<file path="src/rtl/scatter_a.sv">
// A-operand feeder for the systolic array: streams R row-words from the A-side
// BRAM and skews them diagonally so that lane i lags lane 0 by i cycles.
module scatter_a #(
  parameter int W             = 8,
  parameter int N             = 16,
  parameter int BRAM_W        = 256,
  parameter int BRAM_AW       = 10,
  parameter int DATA_A_SIZE_Y = 64,
  parameter int BASE_ADDR     = 0
) (
  input  logic                      clk,
  input  logic                      rst,
  input  logic                      start_cal,
  output logic                      scatter_done,
  output logic                      busy,
  output logic                      bram_clk_a,
  output logic                      bram_en_a,
  output logic                      bram_we_a,
  output logic [BRAM_AW-1:0]        bram_addr_a,
  output logic [BRAM_W-1:0]         bram_wrdata_a,
  input  logic [BRAM_W-1:0]         bram_rddata_a,
  output logic [N-1:0][W-1:0]       a_ins,
  output logic [N-1:0]              a_valid
);

  localparam int R  = DATA_A_SIZE_Y;
  localparam int CW = $clog2((R > N + 1) ? R : (N + 1)) + 1;
  localparam logic [BRAM_AW-1:0] BASE       = BRAM_AW'(BASE_ADDR);
  localparam logic [CW-1:0]      LAST_ROW   = CW'(R - 1);
  localparam logic [CW-1:0]      DRAIN_LAST = CW'(N);

  typedef enum logic [1:0] {
    S_IDLE  = 2'd0,
    S_READ  = 2'd1,
    S_DRAIN = 2'd2,
    S_DONE  = 2'd3
  } state_t;

  state_t          r_state;
  logic [CW-1:0]   r_cnt;
  logic            r_rd_vld;

  assign bram_clk_a    = clk;
  assign bram_we_a     = 1'b0;
  assign bram_wrdata_a = {BRAM_W{1'b0}};

  // Pass sequencer: row counter in READ, drain counter sized so the last lane empties before DONE
  always_ff @(posedge clk or posedge rst) begin
    if (rst) begin
      r_state      <= S_IDLE;
      r_cnt        <= {CW{1'b0}};
      bram_en_a    <= 1'b0;
      bram_addr_a  <= BASE;
      busy         <= 1'b0;
      scatter_done <= 1'b0;
    end else begin
      case (r_state)
        S_IDLE: begin
          scatter_done <= 1'b0;
          if (start_cal) begin
            r_state     <= S_READ;
            r_cnt       <= {CW{1'b0}};
            bram_en_a   <= 1'b1;
            bram_addr_a <= BASE;
            busy        <= 1'b1;
          end else begin
            bram_en_a   <= 1'b0;
            busy        <= 1'b0;
          end
        end
        S_READ: begin
          if (r_cnt == LAST_ROW) begin
            r_state   <= S_DRAIN;
            r_cnt     <= {CW{1'b0}};
            bram_en_a <= 1'b0;
          end else begin
            r_cnt       <= r_cnt + 1'b1;
            bram_addr_a <= bram_addr_a + 1'b1;
          end
        end
        S_DRAIN: begin
          if (r_cnt == DRAIN_LAST) begin
            r_state      <= S_DONE;
            scatter_done <= 1'b1;
          end else begin
            r_cnt <= r_cnt + 1'b1;
          end
        end
        S_DONE: begin
          r_state      <= S_IDLE;
          scatter_done <= 1'b0;
          busy         <= 1'b0;
        end
        default: begin
          r_state      <= S_IDLE;
          bram_en_a    <= 1'b0;
          busy         <= 1'b0;
          scatter_done <= 1'b0;
        end
      endcase
    end
  end

  // Valid skew: read data is valid one cycle after enable, then lane i sees it i cycles later
  always_ff @(posedge clk or posedge rst) begin
    if (rst) begin
      r_rd_vld <= 1'b0;
      a_valid  <= {N{1'b0}};
    end else begin
      r_rd_vld <= bram_en_a;
      a_valid  <= {a_valid[N-2:0], r_rd_vld};
    end
  end

  for (genvar gi = 0; gi < N; gi++) begin : g_lane
    logic [W-1:0] r_pipe [0:gi];

    // Lane delay line; zero is loaded when no row is valid so idle lanes never show stale data
    always_ff @(posedge clk or posedge rst) begin
      if (rst) begin
        for (int j = 0; j <= gi; j++) begin
          r_pipe[j] <= {W{1'b0}};
        end
      end else begin
        r_pipe[0] <= r_rd_vld ? bram_rddata_a[gi*W +: W] : {W{1'b0}};
        for (int j = 1; j <= gi; j++) begin
          r_pipe[j] <= r_pipe[j-1];
        end
      end
    end

    assign a_ins[gi] = r_pipe[gi];
  end

  if (BRAM_W > N * W) begin : g_unused
    logic w_unused_hi;
    assign w_unused_hi = ^bram_rddata_a[BRAM_W-1:N*W];
  end

endmodule

</file>
<file path="config.mk">
export PLATFORM = sky130hd
export DESIGN_NAME = scatter_a
export DESIGN_NICKNAME = d
export VERILOG_FILES = /design/src/rtl/scatter_a.sv
export SDC_FILE = /design/constraint.sdc
export NUM_CORES = 1
export LEC_CHECK = 0
export BUFFER_PORTS_ARGS = -buffer_cell sky130_fd_sc_hd__buf_4
export CORE_ASPECT_RATIO = 2
export CORE_MARGIN = 4
export CORE_UTILIZATION = 45
export CTS_BUF_LIST = sky130_fd_sc_hd__clkbuf_4
export DETAILED_ROUTE_END_ITERATION = 12
export GPL_ROUTABILITY_DRIVEN = 0
export PLACE_DENSITY_LB_ADDON = 0.08
export SYNTH_ARGS = -nofsm -noshare
export SYNTH_HDL_FRONTEND = slang
export SYNTH_SLANG_ARGS = --single-unit
</file>
<file path="constraint.sdc">
create_clock -name clk -period 68.2 [get_ports clk]
set_clock_uncertainty 0.05 [all_clocks]
set_input_delay 6.82 -clock clk [delete_from_list [all_inputs] [get_ports clk]]
set_output_delay 6.82 -clock clk [all_outputs]
set_load 0.05 [all_outputs]
</file>
# Word level (Yosys, flattened, before mapping)
# Cells that the tools add are included.
[classes]
muxes = 33
add_sub_neg = 2
n_eq_ne = 10
n_reduce_logical = 11
[ops]
columns = ["operator", "n"]
rows = [
  ["two-way mux 8 bit", 16],
  ["two-way mux 7 bit", 3],
  ["case mux 7 bit (3 select lines)", 1],
  ["two-way mux 10 bit", 2],
  ["case mux 10 bit (2 select lines)", 1],
  ["adder 10 x 1 -> 10 bit, second input constant", 1],
  ["inequality test 2 bit, second input constant", 5],
  ["AND reduction 3 bit", 3],
  ["case mux 2 bit (4 select lines)", 1],
  ["adder 7 x 1 -> 7 bit, second input constant", 1],
  ["== test 7 x 5 -> 1 bit, second input constant", 1],
  ["== test 7 x 6 -> 1 bit, second input constant", 1],
  ["two-way mux 2 bit", 3],
  ["case mux 1 bit (2 select lines)", 3],
  ["nonzero test 2 bit", 3],
  ["== test 2 bit, second input constant", 2],
  ["AND reduction 2 bit", 2],
  ["two-way mux 1 bit", 3],
  ["nonzero test 3 bit", 1],
  ["== test 2 x 1 -> 1 bit, second input constant", 1],
  ["logical NOT 2 bit", 1],
  ["OR reduction 2 bit", 1],
]
[totals]
register_bits = 1127
output_inout_bits = 415
in_bits = 259

# Longest topological paths before layout
[logic_depth]
depth_word = 4
depth_mapped = 7
ltp_nobuf = 6

==> reports/results.tsv <==
metric	value	unit
placed_cells	2853	
cts_setup_buffers	0	
cp_max_fo	4	
rrSetupSlack	66000	ps
rr_worst_depth	6	
postRouteWirelength	42.24	mm
wire_per_inst	12.90	um
die-area	77370	sq um
grt_overflow	0	
netlist_area	32730	sq um
register_area	28210	sq um
timing.setup.tns	0	ps
syn_to_final_growth	13.77	%
dr.pass1.iters	4	
insertion_delay	1070	ps
endpoint	bram_clk_a	
drt_iter0_markers	548	
hold_class	register to register	
power.leakage	0.01882	uW
crit_path_start_kind	clock port	
viasPerCell	3.991	
r2r_end	r_cnt[2]	
crit_chain	clkbuf_4, clkbuf_4, buf_4	
synth_top_area_share	86.17	%
worst-setup-path-type	clock port to output port	
grt_pass1_wl	69.75	mm
vias	13070	
cpPeakStageDelay	180	ps
rsz0062_at_grt	no	
synth.avg_cell_area	18.43	sq um
yosys.area.top_type	dfrtp_1	
grt.total_usage	11.36	%
die_w	198.7	um
drv_cap	0	
port_buffers	288	
grt_max_degree	209	
cts_resized	0	
multi_input_area	2544	sq um
antenna_found_initial	3	
reg2reg_from	r_state[0]	
cp-startpoint	clk	
drive_gt1_share	28.79	%
worstMarginPinSlew	1060	ps
rows	139	
dpl.hpwl	24.40	mm
power.density	33.31	nW/um^2
worstPathRequired	61330	ps
setup_viol_count_final	0	
yosysWarnings	0	
drc_errors	0	
drv_slew	0	
hold_buffers	0	
layout.nets	2440	
hold_violations	0	
peakVddDrop	0.02631	mV
fillers	6011	
grt_pass1_vias	14410	
clk_pin_slew	70	ps
endpoint_kind	output port	
critPathSlowestCell	buf_4	
io_pins	674	
ant_nets	0	
cts_tree	yes	
synth-seq-cells	1127	
ys_seq_area_share	86.17	%
die_y	389.4	um
arrival	34530	ps
coreArea	72000	sq um
netlist_top_cells_area	dfrtp_1 (86%), buf_4 (8.7%), and2_1 (2.5%)	
status	finished clean	
synth_cell_types	43	
cp_common_cell	clkbuf_4	
stdcell_count	3274	
initial_utilization	45.46	%
relSlewSlack	29.34	%
syn-instance-count	1776	
-- critical path: cells and delay by family --
kind / cells / cell delay (ps)
buffers and inverters: 3 / 430
-- final cells by class --
cell class	count	share of cell area [%]
flip-flops and latches	1127	75.75
clock buffers	346	6.976
multi-input cells	499	6.831
repair buffers	300	6.082
well taps	916	3.078
clock inverters	73	1.146
inverters	10	0.1210
diodes	3	0.02016
-- state kept, by name, summed over array words and instances, names as in the netlist --
register / cells
a_valid: 16
bram_en_a: 1
g_lane.r_pipe: 968
busy: 1
r_cnt: 7
r_state: 2
r_rd_vld: 1
a_ins: 120
bram_addr_a: 10
scatter_done: 1
-- routing by layer --
| layer | part of all wire, % | vias up | track usage [%] | routed length [um] |
|---|---|---|---|---|
| li1 | - | 5843 | - | - |
| met1 | 35 | 6416 | 12.34 | 14850 |
| met2 | 47 | 689 | 16.44 | 19870 |
| met3 | 14 | 115 | 7.232 | 6016 |
| met4 | 3.5 | 2 | 7.292 | 1494 |
| met5 | 0.031 | - | 0 | 13 |
-- kinds of logic after synthesis --
logic type      count (synthesis)  synth area share [%]
compound gates                 26                0.5544
xor+xnor                        3               0.08030
fa+ha+maj                       7                0.2676
buf+inv                       406                 8.995
flops                        1127                 86.17
mux                            10                0.3135
other cells                     1               0.01146
simple gates                  196                 3.609
-- worst min-delay path by stage --
stage	to	startpoint	slack [ps]	cells past startpoint
final	a_ins[107]	g_lane[13].r_pipe[11]	270	0
after detailed placement	a_ins[110]	g_lane[13].r_pipe[14]	280	0
after floorplan	a_ins[100]	g_lane[12].r_pipe[12]	280	0
after global placement	a_ins[12]	g_lane[1].r_pipe[12]	280	0
after CTS	g_lane[13].r_pipe[71]	g_lane[13].r_pipe[79]	280	0
after global routing	g_lane[8].r_pipe[39]	g_lane[8].r_pipe[47]	280	0
-- per-stage QoR --
| step | hold WS, ps | worst slack, ps | instance area [sq um] | total power, uW | util (%) |
|---|---|---|---|---|---|
| after detailed placement | 284.7 | 27060 | 34210 | 778.1 | 47.52 |
| after global routing | 278.0 | 26790 | 37240 | 1309 | 51.72 |
| after floorplan | 281.2 | 27060 | 33690 | 779.6 | - |
| final | 271.7 | 26800 | 37240 | 1241 | 51.72 |
| after global placement | 281.1 | 27060 | 34210 | 776.6 | 47.52 |
| after CTS | 277.9 | 26800 | 37230 | 1272 | 51.71 |
-- placed cells by master (no fill, tap or decap), types with 3 or more instances in the layout --
cell type,count
and2_1,130
buf_4,300
bufinv_16,5
clkbuf_4,345
clkinv_1,52
clkinv_2,7
conb_1,257
dfrtp_1,1126
diode_2,3
ha_1,7
inv_1,9
inv_2,6
mux2i_1,8
nand2_1,16
nand2b_1,8
nand3_1,10
nand4_1,4
nor2_1,8
o21ai_0,10
or3_1,3
xnor2_1,3
-- where the power goes --
| part | switching (uW) | internal [uW] | leakage, uW |
|---|---|---|---|
| Clock | 229 | 251 | 0.00180 |
| Combinational | 57.1 | 9.18 | 0.00306 |
| Sequential | 5.16 | 689 | 0.0140 |
| Total | 291 | 949 | 0.0188 |
-- Yosys cell counts --
cell type	number
a211oi_1	1
a21boi_1	1
a21oi_1	2
a221oi_2	1
a2bb2oi_1	1
a311o_1	1
a31o_2	1
a31oi_1	1
a41oi_1	2
and2_1	130
and2b_1	1
and3_1	1
and3_2	2
and3b_2	1
and4_1	2
buf_2	1
buf_4	378
clkbuf_1	17
conb_1	1
dfrtp_1	1127
ha_1	7
inv_1	10
mux2_2	2
mux2i_1	8
nand2_1	16
nand2b_1	8
nand3_1	10
nand3b_1	2
nand4_1	4
nor2_1	8
nor2b_1	1
nor3_1	2
nor4b_1	2
nor4b_2	1
o21a_1	1
o21ai_0	10
o311ai_0	1
o31a_1	1
o31ai_1	2
or2_2	1
or3_1	3
or4_1	1
xnor2_1	3
(Power assumes the default switching activity.)
